==> config.mk <==
export PLATFORM = sky130hd
export DESIGN_NAME = serial_add_ctrl_flat
export DESIGN_NICKNAME = d
export VERILOG_FILES = /design/src/rtl/serial_add_ctrl_pkg.sv /design/src/rtl/serial_add_ctrl_if.sv /design/src/rtl/serial_fa_cell.sv /design/src/rtl/serial_add_ctrl.sv /design/src/flat_wrapper.sv
export SDC_FILE = /design/constraint.sdc
export NUM_CORES = 1
export LEC_CHECK = 0
export ABC_AREA = 1
export BUFFER_PORTS_ARGS = -buffer_cell sky130_fd_sc_hd__buf_2
export CORE_ASPECT_RATIO = 2
export CORE_UTILIZATION = 59
export DETAILED_ROUTE_END_ITERATION = 16
export PLACE_DENSITY = 0.81
export SYNTH_ARGS = -nofsm -noshare
export SYNTH_HDL_FRONTEND = slang
export SYNTH_SLANG_ARGS = --single-unit
==> constraint.sdc <==
create_clock -name clk -period 2.2 [get_ports clk]
set_input_delay 0.44 -clock clk [delete_from_list [all_inputs] [get_ports clk]]
set_output_delay 0.44 -clock clk [all_outputs]
set_load 0.005 [all_outputs]
==> src/rtl/serial_add_ctrl_pkg.sv <==
`default_nettype none
// ============================================================================
//  Module      : serial_add_ctrl_pkg
//  Description : Shared definitions for the bit-serial adder controller:
//                FSM state encoding (fixed 2-bit) and the default operand
//                width.
//  Revision    : 1.0 - initial release
// ============================================================================
package serial_add_ctrl_pkg;

    localparam int c_WIDTH_DEFAULT = 8;

    typedef enum logic [1:0] {
        ST_IDLE  = 2'd0,
        ST_SHIFT = 2'd1,
        ST_DONE  = 2'd2
    } state_t;

endpackage
`default_nettype wire

==> src/rtl/serial_add_ctrl_if.sv <==
`default_nettype none
// ============================================================================
//  Module      : serial_add_ctrl_if
//  Description : Request/result bundle of the bit-serial adder controller.
//                master : start, op_a, op_b, cin, sub     (drives requests)
//                slave  : busy, done, sum, cout, ovf      (drives results)
//  Revision    : 1.0 - initial release
// ============================================================================
interface serial_add_ctrl_if #(
    parameter int WIDTH = serial_add_ctrl_pkg::c_WIDTH_DEFAULT
);
    logic             start;
    logic [WIDTH-1:0] op_a;
    logic [WIDTH-1:0] op_b;
    logic             cin;
    logic             sub;
    logic             busy;
    logic             done;
    logic [WIDTH-1:0] sum;
    logic             cout;
    logic             ovf;

    modport master (
        output start, op_a, op_b, cin, sub,
        input  busy, done, sum, cout, ovf
    );

    modport slave (
        input  start, op_a, op_b, cin, sub,
        output busy, done, sum, cout, ovf
    );
endinterface
`default_nettype wire

==> src/rtl/serial_fa_cell.sv <==
`default_nettype none
// ============================================================================
//  Module      : serial_fa_cell
//  Description : Combinational 1-bit full adder used as the serial datapath.
//                Ports: a, b, ci (inputs) -> s (sum), co (carry out).
//  Revision    : 1.0 - initial release
// ============================================================================
module serial_fa_cell (
    input  logic a,
    input  logic b,
    input  logic ci,
    output logic s,
    output logic co
);
    assign s  = a ^ b ^ ci;
    assign co = (a & b) | (ci & (a ^ b));
endmodule
`default_nettype wire

==> src/rtl/serial_add_ctrl.sv <==
`default_nettype none
// ============================================================================
//  Module      : serial_add_ctrl
//  Description : Bit-serial adder controller. One operand bit pair per clock
//                is summed LSB first through a single full-adder cell; the
//                result, carry out and signed overflow are published when the
//                last bit completes, together with a one-cycle done pulse.
//                Ports : clk, rst (sync, active-high),
//                        bus (serial_add_ctrl_if.slave: start, op_a, op_b,
//                        cin, sub in; busy, done, sum, cout, ovf out).
//                Macro : SERIAL_SUB_EN - when defined, sub=1 computes op_a-op_b
//                        (B inverted at load, carry forced to 1, cin ignored).
//  Revision    : 1.0 - initial release
// ============================================================================
module serial_add_ctrl
    import serial_add_ctrl_pkg::*;
#(
    parameter int WIDTH = c_WIDTH_DEFAULT
) (
    input  logic               clk,
    input  logic               rst,
    serial_add_ctrl_if.slave   bus
);
    localparam int                 c_CNT_W    = $clog2(WIDTH);
    localparam logic [c_CNT_W-1:0] c_CNT_LAST = c_CNT_W'(WIDTH - 1);
    localparam logic [c_CNT_W-1:0] c_CNT_ONE  = c_CNT_W'(1);

    state_t             r_state;
    logic [WIDTH-1:0]   r_a;
    logic [WIDTH-1:0]   r_b;
    logic [WIDTH-2:0]   r_acc;      // upper partial-sum bits collected so far
    logic               r_carry;
    logic [c_CNT_W-1:0] r_cnt;
    logic [WIDTH-1:0]   r_sum;
    logic               r_cout;
    logic               r_ovf;
    logic               r_busy;
    logic               r_done;

    logic               w_s;
    logic               w_co;
    logic [WIDTH-1:0]   w_acc_next;
    logic [WIDTH-1:0]   w_b_load;
    logic               w_c_load;

`ifdef SERIAL_SUB_EN
    // Two's-complement subtraction: A + ~B + 1.
    assign w_b_load = bus.sub ? ~bus.op_b : bus.op_b;
    assign w_c_load = bus.sub | bus.cin;
`else
    logic w_unused_sub;
    assign w_b_load     = bus.op_b;
    assign w_c_load     = bus.cin;
    assign w_unused_sub = bus.sub;
`endif

    serial_fa_cell u_fa (
        .a  (r_a[0]),
        .b  (r_b[0]),
        .ci (r_carry),
        .s  (w_s),
        .co (w_co)
    );

    // New sum bit enters at the MSB; after WIDTH shifts bit 0 lands at LSB.
    assign w_acc_next = {w_s, r_acc};

    always_ff @(posedge clk) begin
        if (rst) begin
            r_state <= ST_IDLE;
            r_a     <= '0;
            r_b     <= '0;
            r_acc   <= '0;
            r_carry <= 1'b0;
            r_cnt   <= '0;
            r_sum   <= '0;
            r_cout  <= 1'b0;
            r_ovf   <= 1'b0;
            r_busy  <= 1'b0;
            r_done  <= 1'b0;
        end else begin
            r_done <= 1'b0;
            case (r_state)
                ST_IDLE: begin
                    if (bus.start) begin
                        r_a     <= bus.op_a;
                        r_b     <= w_b_load;
                        r_carry <= w_c_load;
                        r_cnt   <= '0;
                        r_busy  <= 1'b1;
                        r_state <= ST_SHIFT;
                    end
                end
                ST_SHIFT: begin
                    r_a     <= r_a >> 1;
                    r_b     <= r_b >> 1;
                    r_acc   <= w_acc_next[WIDTH-1:1];
                    r_carry <= w_co;
                    r_cnt   <= r_cnt + c_CNT_ONE;
                    if (r_cnt == c_CNT_LAST) begin
                        r_sum   <= w_acc_next;
                        r_cout  <= w_co;
                        // r_carry here is the carry into the MSB position.
                        r_ovf   <= w_co ^ r_carry;
                        r_done  <= 1'b1;
                        r_state <= ST_DONE;
                    end
                end
                ST_DONE: begin
                    r_busy  <= 1'b0;
                    r_state <= ST_IDLE;
                end
                default: begin
                    r_busy  <= 1'b0;
                    r_state <= ST_IDLE;
                end
            endcase
        end
    end

    assign bus.busy = r_busy;
    assign bus.done = r_done;
    assign bus.sum  = r_sum;
    assign bus.cout = r_cout;
    assign bus.ovf  = r_ovf;

endmodule
`default_nettype wire

==> src/flat_wrapper.sv <==
// flat-port wrapper written by rule: the top's interface ports become plain ports
module serial_add_ctrl_flat import serial_add_ctrl_pkg::*;
#(
    parameter int WIDTH = c_WIDTH_DEFAULT
)
  (clk, rst, bus_start, bus_op_a, bus_op_b, bus_cin, bus_sub, bus_busy, bus_done, bus_sum, bus_cout, bus_ovf);
  serial_add_ctrl_if #(.WIDTH(WIDTH)) bus_i ();
  input  logic clk;
  input  logic rst;
  input wire logic [$bits(bus_i.start)-1:0] bus_start;
  input wire logic [$bits(bus_i.op_a)-1:0] bus_op_a;
  input wire logic [$bits(bus_i.op_b)-1:0] bus_op_b;
  input wire logic [$bits(bus_i.cin)-1:0] bus_cin;
  input wire logic [$bits(bus_i.sub)-1:0] bus_sub;
  output wire logic [$bits(bus_i.busy)-1:0] bus_busy;
  output wire logic [$bits(bus_i.done)-1:0] bus_done;
  output wire logic [$bits(bus_i.sum)-1:0] bus_sum;
  output wire logic [$bits(bus_i.cout)-1:0] bus_cout;
  output wire logic [$bits(bus_i.ovf)-1:0] bus_ovf;
  assign bus_i.start = bus_start;
  assign bus_i.op_a = bus_op_a;
  assign bus_i.op_b = bus_op_b;
  assign bus_i.cin = bus_cin;
  assign bus_i.sub = bus_sub;
  assign bus_busy = bus_i.busy;
  assign bus_done = bus_i.done;
  assign bus_sum = bus_i.sum;
  assign bus_cout = bus_i.cout;
  assign bus_ovf = bus_i.ovf;
  serial_add_ctrl #(.WIDTH(WIDTH)) u_core (.clk(clk), .rst(rst), .bus(bus_i));
endmodule
==> flow_results.org, run 1 <==
** Placed design
- Cell Count Post-Placement :: 346
- Prior to clock tree synthesis, the placed netlist has a worst setup slack of between 0.7 and 0.8 ns.
- Once detailed placement completed, the half-perimeter wirelength came to approximately 2600 um.
- Routability-driven placement finished with a final weighted congestion of between 0.7 and 0.8.
- Number of I/O port buffers :: 31

** Power
- The analysis attributes to net switching a power of approximately 0.4 mW.
- Max rail drop VDD :: between 0.0006 and 0.0007 V
- Areal power density over the cells :: approximately 700 nW/um2
- Combinational logic is responsible for about 14% of the overall power.
- Sequential fraction of design power :: a little over half
- Cell internal pwr :: approximately 1.1 mW
- Of the total power, the share spent switching nets is between 20% and 30%.
- In this run, the clock network consumes around a third of the power.
- The analysis attributes to cell leakage a power of roughly 1.3 nW.

** Yosys
- Post-synth net total :: between 300 and 400
- Distinct cell type count after synthesis :: 24
- After synthesis the cells add up to 1980 um2.
- Of the synthesized area, sequential elements account for roughly two fifths.
- Largest family of logic cells by synthesized area :: simple AND/OR/NAND/NOR gates
- Average cell area after synthesis :: between 6 and 7 um2
- The synthesized netlist devotes a little over a third of its cell area to simple gates.
- After synthesis the netlist holds a flip-flop and latch count of between 40 and 50.
- After Yosys synthesis, XOR and XNOR cells account for less than 1% of the synthesized area.
- The synthesized netlist devotes approximately 5.3% of its cell area to compound gates.
- Yosys printed 0 warnings.
- Adder-cell share of the synthesized area :: under 10%
- Synthesized instance count :: slightly below 300
- Portion of netlist area occupied by mux cells :: 0%

** Clocking
- Post-CTS setup-driven buffer insertion count :: 0
- TritonCTS built the clock tree.
- The clock tree synthesis step divided the H-tree into 2 levels.
- Clk Latency, worst-skew pair :: 0.29 ns
- After clock tree synthesis, the flow added hold-fix buffers numbering 0.
- After clock tree synthesis, the clock-pin slew on the worst setup and hold paths is around 0.070 ns.
- The number of gates resized after CTS was 0.
- Bufs on Longest Clock Path :: 2
- The clock net in this run drives a total of just over 40 sinks.
- In this run the clock root is driven by a sky130_fd_sc_hd__clkbuf_8.
- TritonCTS created 5 clock buffers.

** Worst setup path
- Most used cell, CP :: sky130_fd_sc_hd__nand2_1
- Critical path's slowest cell :: sky130_fd_sc_hd__dfxtp_1
- Sort of element at the start of the critical path :: register
- Depth of the worst register-to-register path :: 5
- Along the worst path, the maximum fanout reaches 30.
- Data arrival at the endpoint of the critical path :: between 1.5 and 2 ns
- The critical path crosses 5 cells after its start point.
- Max stage delay on crit path :: 0.58 ns
- WP data required :: about 2.4 ns
- Worst Path Buf+Inv :: 1
- The worst setup path is captured at a register.
- Path type of the worst setup path :: register to register
- The critical path goes through nand2_4, nand2_2, nand2_1, nand2_1, inv_1.
- Largest delay share family, worst path :: simple AND/OR/NAND/NOR gates

** Finish
- Synthesis-to-layout area growth :: 9.22%
- In the final layout, the share of cells above drive strength 1 is 16.5%.
- Area used by multi-input combinational logic :: between 800 and 900 um2
- Layout fillers :: 315
- Count of nets after finishing :: 346
- Sequential cell area :: approximately 820 um2
- Fin util :: between 60% and 70%
- The number of antenna diodes in the final layout is 0.
- Final standard cell count with taps included and fillers excluded :: between 300 and 400

** Floorplanning
- Pin placement for this block handled 33 I/O pins.
- Die width :: 43.0 um
- The total area inside the core boundary comes to 3190 um2.
- The floorplan has 29 rows.
- The initial utilization of the core area, before any placement, comes to 62.0%.
- Full die area :: 3610 um2
- The floorplan step set the die height to between 80 and 90 um.

** Timing
- For the final database, setup skew stands at 0.00721 ns.
- Hold violation total from the final report :: 0
- For this run, the top clock speed supported by timing is approximately 0.66 GHz.
- Setup repair after global routing left no endpoint under its margin.
- Subtracting the final worst setup slack from the clock period gives approximately 1.5 ns.
- Sum of negative setup slack :: 0 ns
- Worst Setup Slack, final :: between 0.6 and 0.7 ns
- Portion of the clock cycle consumed by the worst path in the final layout :: 69.3%
- Setup violations remaining at the end of the flow were counted as 0.
- Headroom to the max-slew limit came out at between 70% and 80%.
- For the pin with the worst max-slew slack, the measured transition is 0.418 ns.
- Number of max-slew violations in the final report :: 0

** Global routing
- Across every metal layer, demand over resource in global routing totals about a quarter.
- Global-route wire length before repair :: 6730 um
- GR Overflow Total :: 0
- Pin count of the biggest net entering global routing :: 31
- The number of global-route vias before repair was ~1700.
- Initial antenna violation count :: 0

** Drt
- Antenna viol nets, final :: 0
- After detailed routing, the average wire length per cell comes to 10.5 um.
- After the first detailed-routing iteration, the DRC count stood at 29.
- Summing over every cut layer, the via total after detailed routing is 1722.
- Detail-routed via count per cell :: between 4 and 5
- Routed WL :: 3720 um
- The first detailed-routing pass ran for 4 iterations.
- Post-route DRC :: 0

** Worst hold path
- Worst hold path depth :: 3
- Class of the tightest hold or removal check :: input pin to register

** Run
- Max Cap Violations :: 0

** Outcome
- Outcome :: finished clean
==> logic make-up (layout without fill, tap and decap cells) <==
group           Yosys count  count (layout)
fa+ha+maj                 3               3
xor+xnor                  1               1
flops                    41              41
buf+inv                  63              91
compound gates           19              19
simple gates            167             167
==> metal layers <==
| layer | track usage, % | routed length, um |
|---|---|---|
| met5 | 0 | 0 |
| met4 | 13.2 | 103 |
| met3 | 4.11 | 123 |
| met2 | 43.5 | 1990 |
| met1 | 24.4 | 1500 |
==> area by class of cell <==
cell class,count,share of cell area [%]
flip-flops and latches,41,37.9
repair buffers,33,7.87
multi-input cells,190,39.4
well taps,31,1.79
clock buffers,7,3.99
inverters,51,8.96
==> power groups by stage <==
| stage | registers (mW) | logic [mW] | clock network, mW |
|---|---|---|---|
| 6_report | 0.822 | 0.217 | 0.484 |
| 5_1_grt | 0.830 | 0.258 | 0.523 |
| 3_5_place_dp | 0.840 | 0.216 | 0 |
| 3_3_place_gp | 0.838 | 0.213 | 0 |
| 4_1_cts | 0.822 | 0.219 | 0.497 |
| 2_1_floorplan | 0.830 | 0.188 | 0 |
==> synthesized netlist by cell type <==
cell | n | area (um2)
sky130_fd_sc_hd__buf_4 | 4 | 30.0
sky130_fd_sc_hd__o21ai_0 | 10 | 50.1
sky130_fd_sc_hd__inv_1 | 48 | 180
sky130_fd_sc_hd__a21oi_1 | 5 | 25.0
sky130_fd_sc_hd__nand3_2 | 2 | 20.0
sky130_fd_sc_hd__xor2_1 | 1 | 8.76
sky130_fd_sc_hd__nor2_1 | 26 | 97.6
sky130_fd_sc_hd__nand2_2 | 3 | 18.8
sky130_fd_sc_hd__nor2_4 | 1 | 11.3
sky130_fd_sc_hd__o21ai_1 | 1 | 5.00
sky130_fd_sc_hd__nand3_1 | 9 | 45.0
sky130_fd_sc_hd__a21oi_2 | 2 | 17.5
sky130_fd_sc_hd__inv_2 | 2 | 7.51
sky130_fd_sc_hd__dfxtp_1 | 41 | 821
sky130_fd_sc_hd__a21boi_0 | 1 | 7.51
sky130_fd_sc_hd__ha_1 | 2 | 25.0
sky130_fd_sc_hd__buf_6 | 2 | 22.5
sky130_fd_sc_hd__buf_2 | 4 | 20.0
sky130_fd_sc_hd__inv_4 | 1 | 6.26
sky130_fd_sc_hd__nand2_1 | 123 | 462
sky130_fd_sc_hd__fa_1 | 1 | 20.0
sky130_fd_sc_hd__nand3_4 | 1 | 17.5
sky130_fd_sc_hd__buf_12 | 2 | 40.0
sky130_fd_sc_hd__nand2_4 | 2 | 22.5
==> registers in the layout, summed over array words and instances, names as in the netlist, 2 cells and up <==
name            cells
u_core.bus.sum      8
u_core.r_a          8
u_core.r_acc        7
u_core.r_b          8
u_core.r_cnt        3
u_core.r_state      2
==> stage by stage <==
step           power [mW]  cell area (um2)  hold slack, ns
6_report             1.52             2160           0.413
4_1_cts              1.54             2160           0.413
3_5_place_dp         1.06             2080           0.458
3_3_place_gp         1.05             2080           0.451
2_1_floorplan        1.02             1980           0.435
5_1_grt              1.61             2160           0.449
==> final timing paths <==
check | startpoint | to | slack (ns)
worst max-delay path | u_core.r_state[0] | u_core.r_a[6] | 0.67
worst min-delay path | bus_op_a[7] | u_core.r_a[7] | 0.41
worst max register to register | u_core.r_state[0] | u_core.r_a[6] | 0.67
worst min register to register | u_core.r_acc[1] | u_core.bus.sum[1] | 0.47
==> worst register-to-register path, stage by stage (launching register included) <==
cell and delay, ns:
sky130_fd_sc_hd__dfxtp_1 0.58, sky130_fd_sc_hd__nand2_4 0.30, sky130_fd_sc_hd__nand2_2 0.33, sky130_fd_sc_hd__nand2_1 0.12, sky130_fd_sc_hd__nand2_1 0.07, sky130_fd_sc_hd__inv_1 0.04
==> cells in the final DEF, fill, tap and decap left out, types with 2 or more instances in the layout <==
cell and instances:
sky130_fd_sc_hd__clkbuf_8 6, sky130_fd_sc_hd__nor2_1 26, sky130_fd_sc_hd__buf_4 2, sky130_fd_sc_hd__a21oi_2 2, sky130_fd_sc_hd__dfxtp_1 41, sky130_fd_sc_hd__a21oi_1 5, sky130_fd_sc_hd__nand3_1 9, sky130_fd_sc_hd__inv_1 48
sky130_fd_sc_hd__nand2_2 3, sky130_fd_sc_hd__nand2_4 2, sky130_fd_sc_hd__ha_1 2, sky130_fd_sc_hd__nand2_1 123, sky130_fd_sc_hd__nand3_2 2, sky130_fd_sc_hd__buf_2 31, sky130_fd_sc_hd__inv_2 2, sky130_fd_sc_hd__o21ai_0 10
No activity file was read; power rests on OpenSTA's default activity.
==> inputs of run 2 (changes only) <==
--- a/config.mk
+++ b/config.mk
@@ -5,12 +5,12 @@
 export SDC_FILE = /design/constraint.sdc
 export NUM_CORES = 1
 export LEC_CHECK = 0
-export ABC_AREA = 1
+export ABC_AREA = 0
 export BUFFER_PORTS_ARGS = -buffer_cell sky130_fd_sc_hd__buf_2
 export CORE_ASPECT_RATIO = 2
-export CORE_UTILIZATION = 59
+export CORE_UTILIZATION = 48
 export DETAILED_ROUTE_END_ITERATION = 16
-export PLACE_DENSITY = 0.81
+export PLACE_DENSITY = 0.72
 export SYNTH_ARGS = -nofsm -noshare
 export SYNTH_HDL_FRONTEND = slang
 export SYNTH_SLANG_ARGS = --single-unit
==> constraint.sdc (replaced) <==
create_clock -name clk -period 1.4 [get_ports clk]
set_input_delay 0.28 -clock clk [delete_from_list [all_inputs] [get_ports clk]]
set_output_delay 0.28 -clock clk [all_outputs]
set_load 0.005 [all_outputs]
==> flow_results.org, run 2 <==
** Finish
- Relative to the synthesized area, the layout overhead comes to 20.6%.
- In the layout the commonest cells are sky130_fd_sc_hd__nor2_1 (49), sky130_fd_sc_hd__dfxtp_1 (40), sky130_fd_sc_hd__nand2_1 (32).
- The number of filler cells placed in the layout was 317 (+0.63%).
- The number of diodes added for antenna fixing was 0 (unchanged).
- The fraction of layout instances using a drive strength above 1 was 25.3% (+8.9 points).
- Area of all placed cells without fillers :: 1930 um2 (-11%)
- Count of nets after finishing :: 257 (-26%)
- Most common cell after layout, fill and taps aside :: sky130_fd_sc_hd__nor2_1

** Worst setup path
- The worst-path maximum fanout is 7 (-77%).
- Max stage delay on crit path :: 0.32 ns (-0.26 ns)
- The worst setup path is of the register to register kind.
- Walking the worst path, the cells encountered are ha_2, ha_2, and3b_2, buf_6, a211oi_2.
- Critical path's slowest cell :: sky130_fd_sc_hd__dfxtp_2
- The data required time of the worst path was 1.61 ns (-0.79 ns).
- Grouping stages by cell kind, the critical path spends the most delay in adder cells.
- STA classifies the critical path startpoint as a register.
- The endpoint arrival time on the critical path came to 1.53 ns (-0.19 ns).
- Critical Path End Type :: register
- Worst Path Buf+Inv :: 1 (unchanged)
- Most used cell, CP :: sky130_fd_sc_hd__ha_2

** Worst hold path
- Class of the tightest hold or removal check :: input pin to register

** Timing
- The final clock skew is 0.00423 ns (-0.00298 ns).
- Setup repair after global routing missed its margin :: false
- Sum of negative setup slack :: 0 ns (unchanged)
- Number of max-slew violations in the final report :: 0 (unchanged)
- Setup violation total in the final timing report :: 0 (unchanged)
- Post-layout min period :: 1.33 ns (-0.199 ns)
- Portion of the clock cycle consumed by the worst path in the final layout :: 94.7% (+25 points)
- Pin slew with the least headroom to its limit :: 0.326 ns (-0.0922 ns)
- Worst Setup Slack, final :: 0.0736 ns (-0.601 ns)
- Highest clock frequency the design can meet :: 0.754 GHz (+15%)
- The worst slew margin relative to its limit is 77.7% (+5.6 points).
- Hold violation total from the final report :: 0 (unchanged)

** Clocking
- Number of sinks handled by clock tree synthesis :: 41 (unchanged)
- Clock tree from TritonCTS :: done
- Clk Tree Root Cell :: sky130_fd_sc_hd__clkbuf_8
- The total CTS buffers is 5 (unchanged).
- Clock transition at the registers of the reported paths :: 0.07 ns (about the same)
- Clk Latency, worst-skew pair :: 0.28 ns (about the same)
- The deepest level of the CTS H-tree is 2 (unchanged).
- The maximum clock insertion buffer count was 2 (unchanged).

** Drt
- Vias :: 1402 (-19%)
- Detail-routed via count per cell :: 5.31 (+8.9%)
- WL/cell :: 11.6 um (+9.9%)
- Routed WL :: 3050 um (-18%)
- The number of search-and-repair iterations in the first detailed-routing pass was 4 (unchanged).
- Antenna viol nets, final :: 0 (unchanged)
- Drt initial violations :: 33 (+14%)
- The DRC violation count after routing came to 0 (unchanged).

** Global routing
- The initial antenna violation count came to 0 (unchanged).
- Global-route wire length before repair :: 5110 um (-24%)
- The maximum number of pins on one net before global-route repair is 33 (+6.5%).
- GR Overflow Total :: 0 (unchanged)
- Global routing usage summed across all routing layers :: 18.1% (-5.9 points)
- The number of global-route vias before repair was 1234 (-26%).

** Floorplanning
- Full die area :: 3590 um2 (-0.45%)
- Starting density of the core :: 50.2% (-12 points)
- Placement Rows :: 29 (unchanged)
- Die width :: 42.9 um (-0.22%)
- Area of the core :: 3190 um2 (unchanged)
- Ports placed on the boundary :: 33 (unchanged)
- The vertical die dimension came to 83.8 um (-0.23%).

** Yosys
- Leading post-synthesis cells by cell area :: sky130_fd_sc_hd__dfxtp_1 (51%), sky130_fd_sc_hd__nor2_1 (11%), sky130_fd_sc_hd__nand2_1 (7.5%)
- Among all cell types in the netlist, the one instantiated most often is sky130_fd_sc_hd__nor2_1.
- The synthesized netlist cell count is 197 (-33%).
- Number of synthesized flops with an enable pin :: 0 (unchanged)
- Synth top area share :: 51.2% (+9.7 points)
- Area of the mapped netlist :: 1600 um2 (-19%)
- Yosys Warn Count :: 0 (unchanged)
- The biggest area contributor in the post-synthesis netlist is sky130_fd_sc_hd__dfxtp_1.
- The post-synthesis register bit count came to 41 (unchanged).
- Average cell area after synthesis :: 8.14 um2 (+21%)
- Distinct cell type count after synthesis :: 27 (+13%)
- Register area share after synthesis :: 51.2% (+9.7 points)
- In the synthesized netlist the dominant register cell turns out to be sky130_fd_sc_hd__dfxtp_1.
- The post-synth net total was 221 (-31%).
- Share of async-settable or async-resettable flops after synthesis :: 0% (unchanged)
- Sorting the synthesized cells by how often they occur yields sky130_fd_sc_hd__nor2_1 (49), sky130_fd_sc_hd__dfxtp_1 (41), sky130_fd_sc_hd__nand2_1 (32), sky130_fd_sc_hd__a21oi_1 (19), sky130_fd_sc_hd__nor4_1 (15).

** Power
- The leakage power total is 0.832 nW (-36%).
- Areal power density over the cells :: 1160 nW/um2 (+64%)
- Max rail drop VDD :: 0.00100 V (+65%)

** Placed design
- Placed cell area :: 1820 um2 (-12%)
- Number of I/O port buffers :: 31 (unchanged)
- Routability Congestion :: 0.788 (+1.4%)
- The worst slack at placement is 0.0442 ns (-0.662 ns).
- The placed wire-length estimate was 2220 um (-13%).

** Run
- The number of maximum-capacitance constraint violations came to 0 (unchanged).

** Outcome
- Outcome :: finished clean
-- run 2: changes by cell type in the layout (fill, tap and decap cells not counted), moves of 8 or more --
| cell | before | now |
|---|---|---|
| sky130_fd_sc_hd__nor2_1 | 26 | 49 |
| sky130_fd_sc_hd__o21ai_0 | 10 | 2 |
| sky130_fd_sc_hd__nor4_1 | 0 | 15 |
| sky130_fd_sc_hd__nand2_1 | 123 | 32 |
| sky130_fd_sc_hd__buf_4 | 2 | 10 |
| sky130_fd_sc_hd__inv_1 | 48 | 1 |
| sky130_fd_sc_hd__a21oi_1 | 5 | 19 |
-- run 2: cell families after synthesis --
| group | synth area share, % |
|---|---|
| AOI/OAI and AO/OA | 10.1 |
| xor gates and xnor gates | 0.546 |
| adders and majority gates | 2.81 |
| buffers and inverters | 5.77 |
| DFF | 51.2 |
| and+or+nand+nor | 29.6 |
-- run 2: report_power, final --
group | leakage, nW | internal (mW) | total [mW] | switching (mW)
registers | 0.336 | 1.22 | 1.25 | 0.0319
clock network | 0.0443 | 0.391 | 0.753 | 0.362
logic | 0.452 | 0.106 | 0.233 | 0.127
total | 0.832 | 1.72 | 2.24 | 0.521
-- run 2: worst paths after layout --
path | startpoint | endpoint | slack, ns | cells after the start
min reg2reg | u_core.bus.sum[1] | u_core.bus.sum[1] | 0.45 | 2
max reg2reg | u_core.r_cnt[0] | u_core.bus.ovf | 0.07 | 5
min | bus_op_b[5] | u_core.r_b[5] | 0.27 | 3
max | u_core.r_cnt[0] | u_core.bus.ovf | 0.07 | 5
-- run 2: per-stage QoR --
| stage | hold slack (ns) | instances | util (%) | total power [mW] |
|---|---|---|---|---|
| 2_1_floorplan | 0.372 | 197 | - | 1.43 |
| 4_1_cts | 0.266 | 263 | 59.8 | 2.26 |
| 5_1_grt | 0.286 | 264 | 60.6 | 2.33 |
| 3_3_place_gp | 0.438 | 256 | 57.1 | 1.51 |
| 6_report | 0.274 | 264 | 60.6 | 2.24 |
| 3_5_place_dp | 0.444 | 256 | 57.1 | 1.51 |
-- run 2: repair_timing --
| action | CTS | global route |
|---|---|---|
| hold buffers | 0 | 0 |
| endpoints found under the setup margin | 0 | 3 |
| buffers inserted | 0 | 1 |
| resized for setup | 0 | 6 |
-- run 2: area by class of cell --
type                       count  area, um2  area share (%)
sequential                    41        822            42.5
clock buffer                   7       86.3            4.46
inverter                       1       3.75           0.194
timing repair buffer          44        282            14.6
multi-input combinational    140        702            36.3
tap                           31       38.8            2.01
-- run 2: worst min-delay path, stage by stage --
cell and delay (ns):
sky130_fd_sc_hd__buf_2 0.10, sky130_fd_sc_hd__nor2_2 0.09, sky130_fd_sc_hd__nor4_1 0.05
-- run 2: per-layer routing --
metal | routed length [um] | GRT usage, %
met5 | 0 | 0
met2 | 1690 | 33.9
met4 | 41 | 5.97
met3 | 109 | 3.90
met1 | 1210 | 18.7
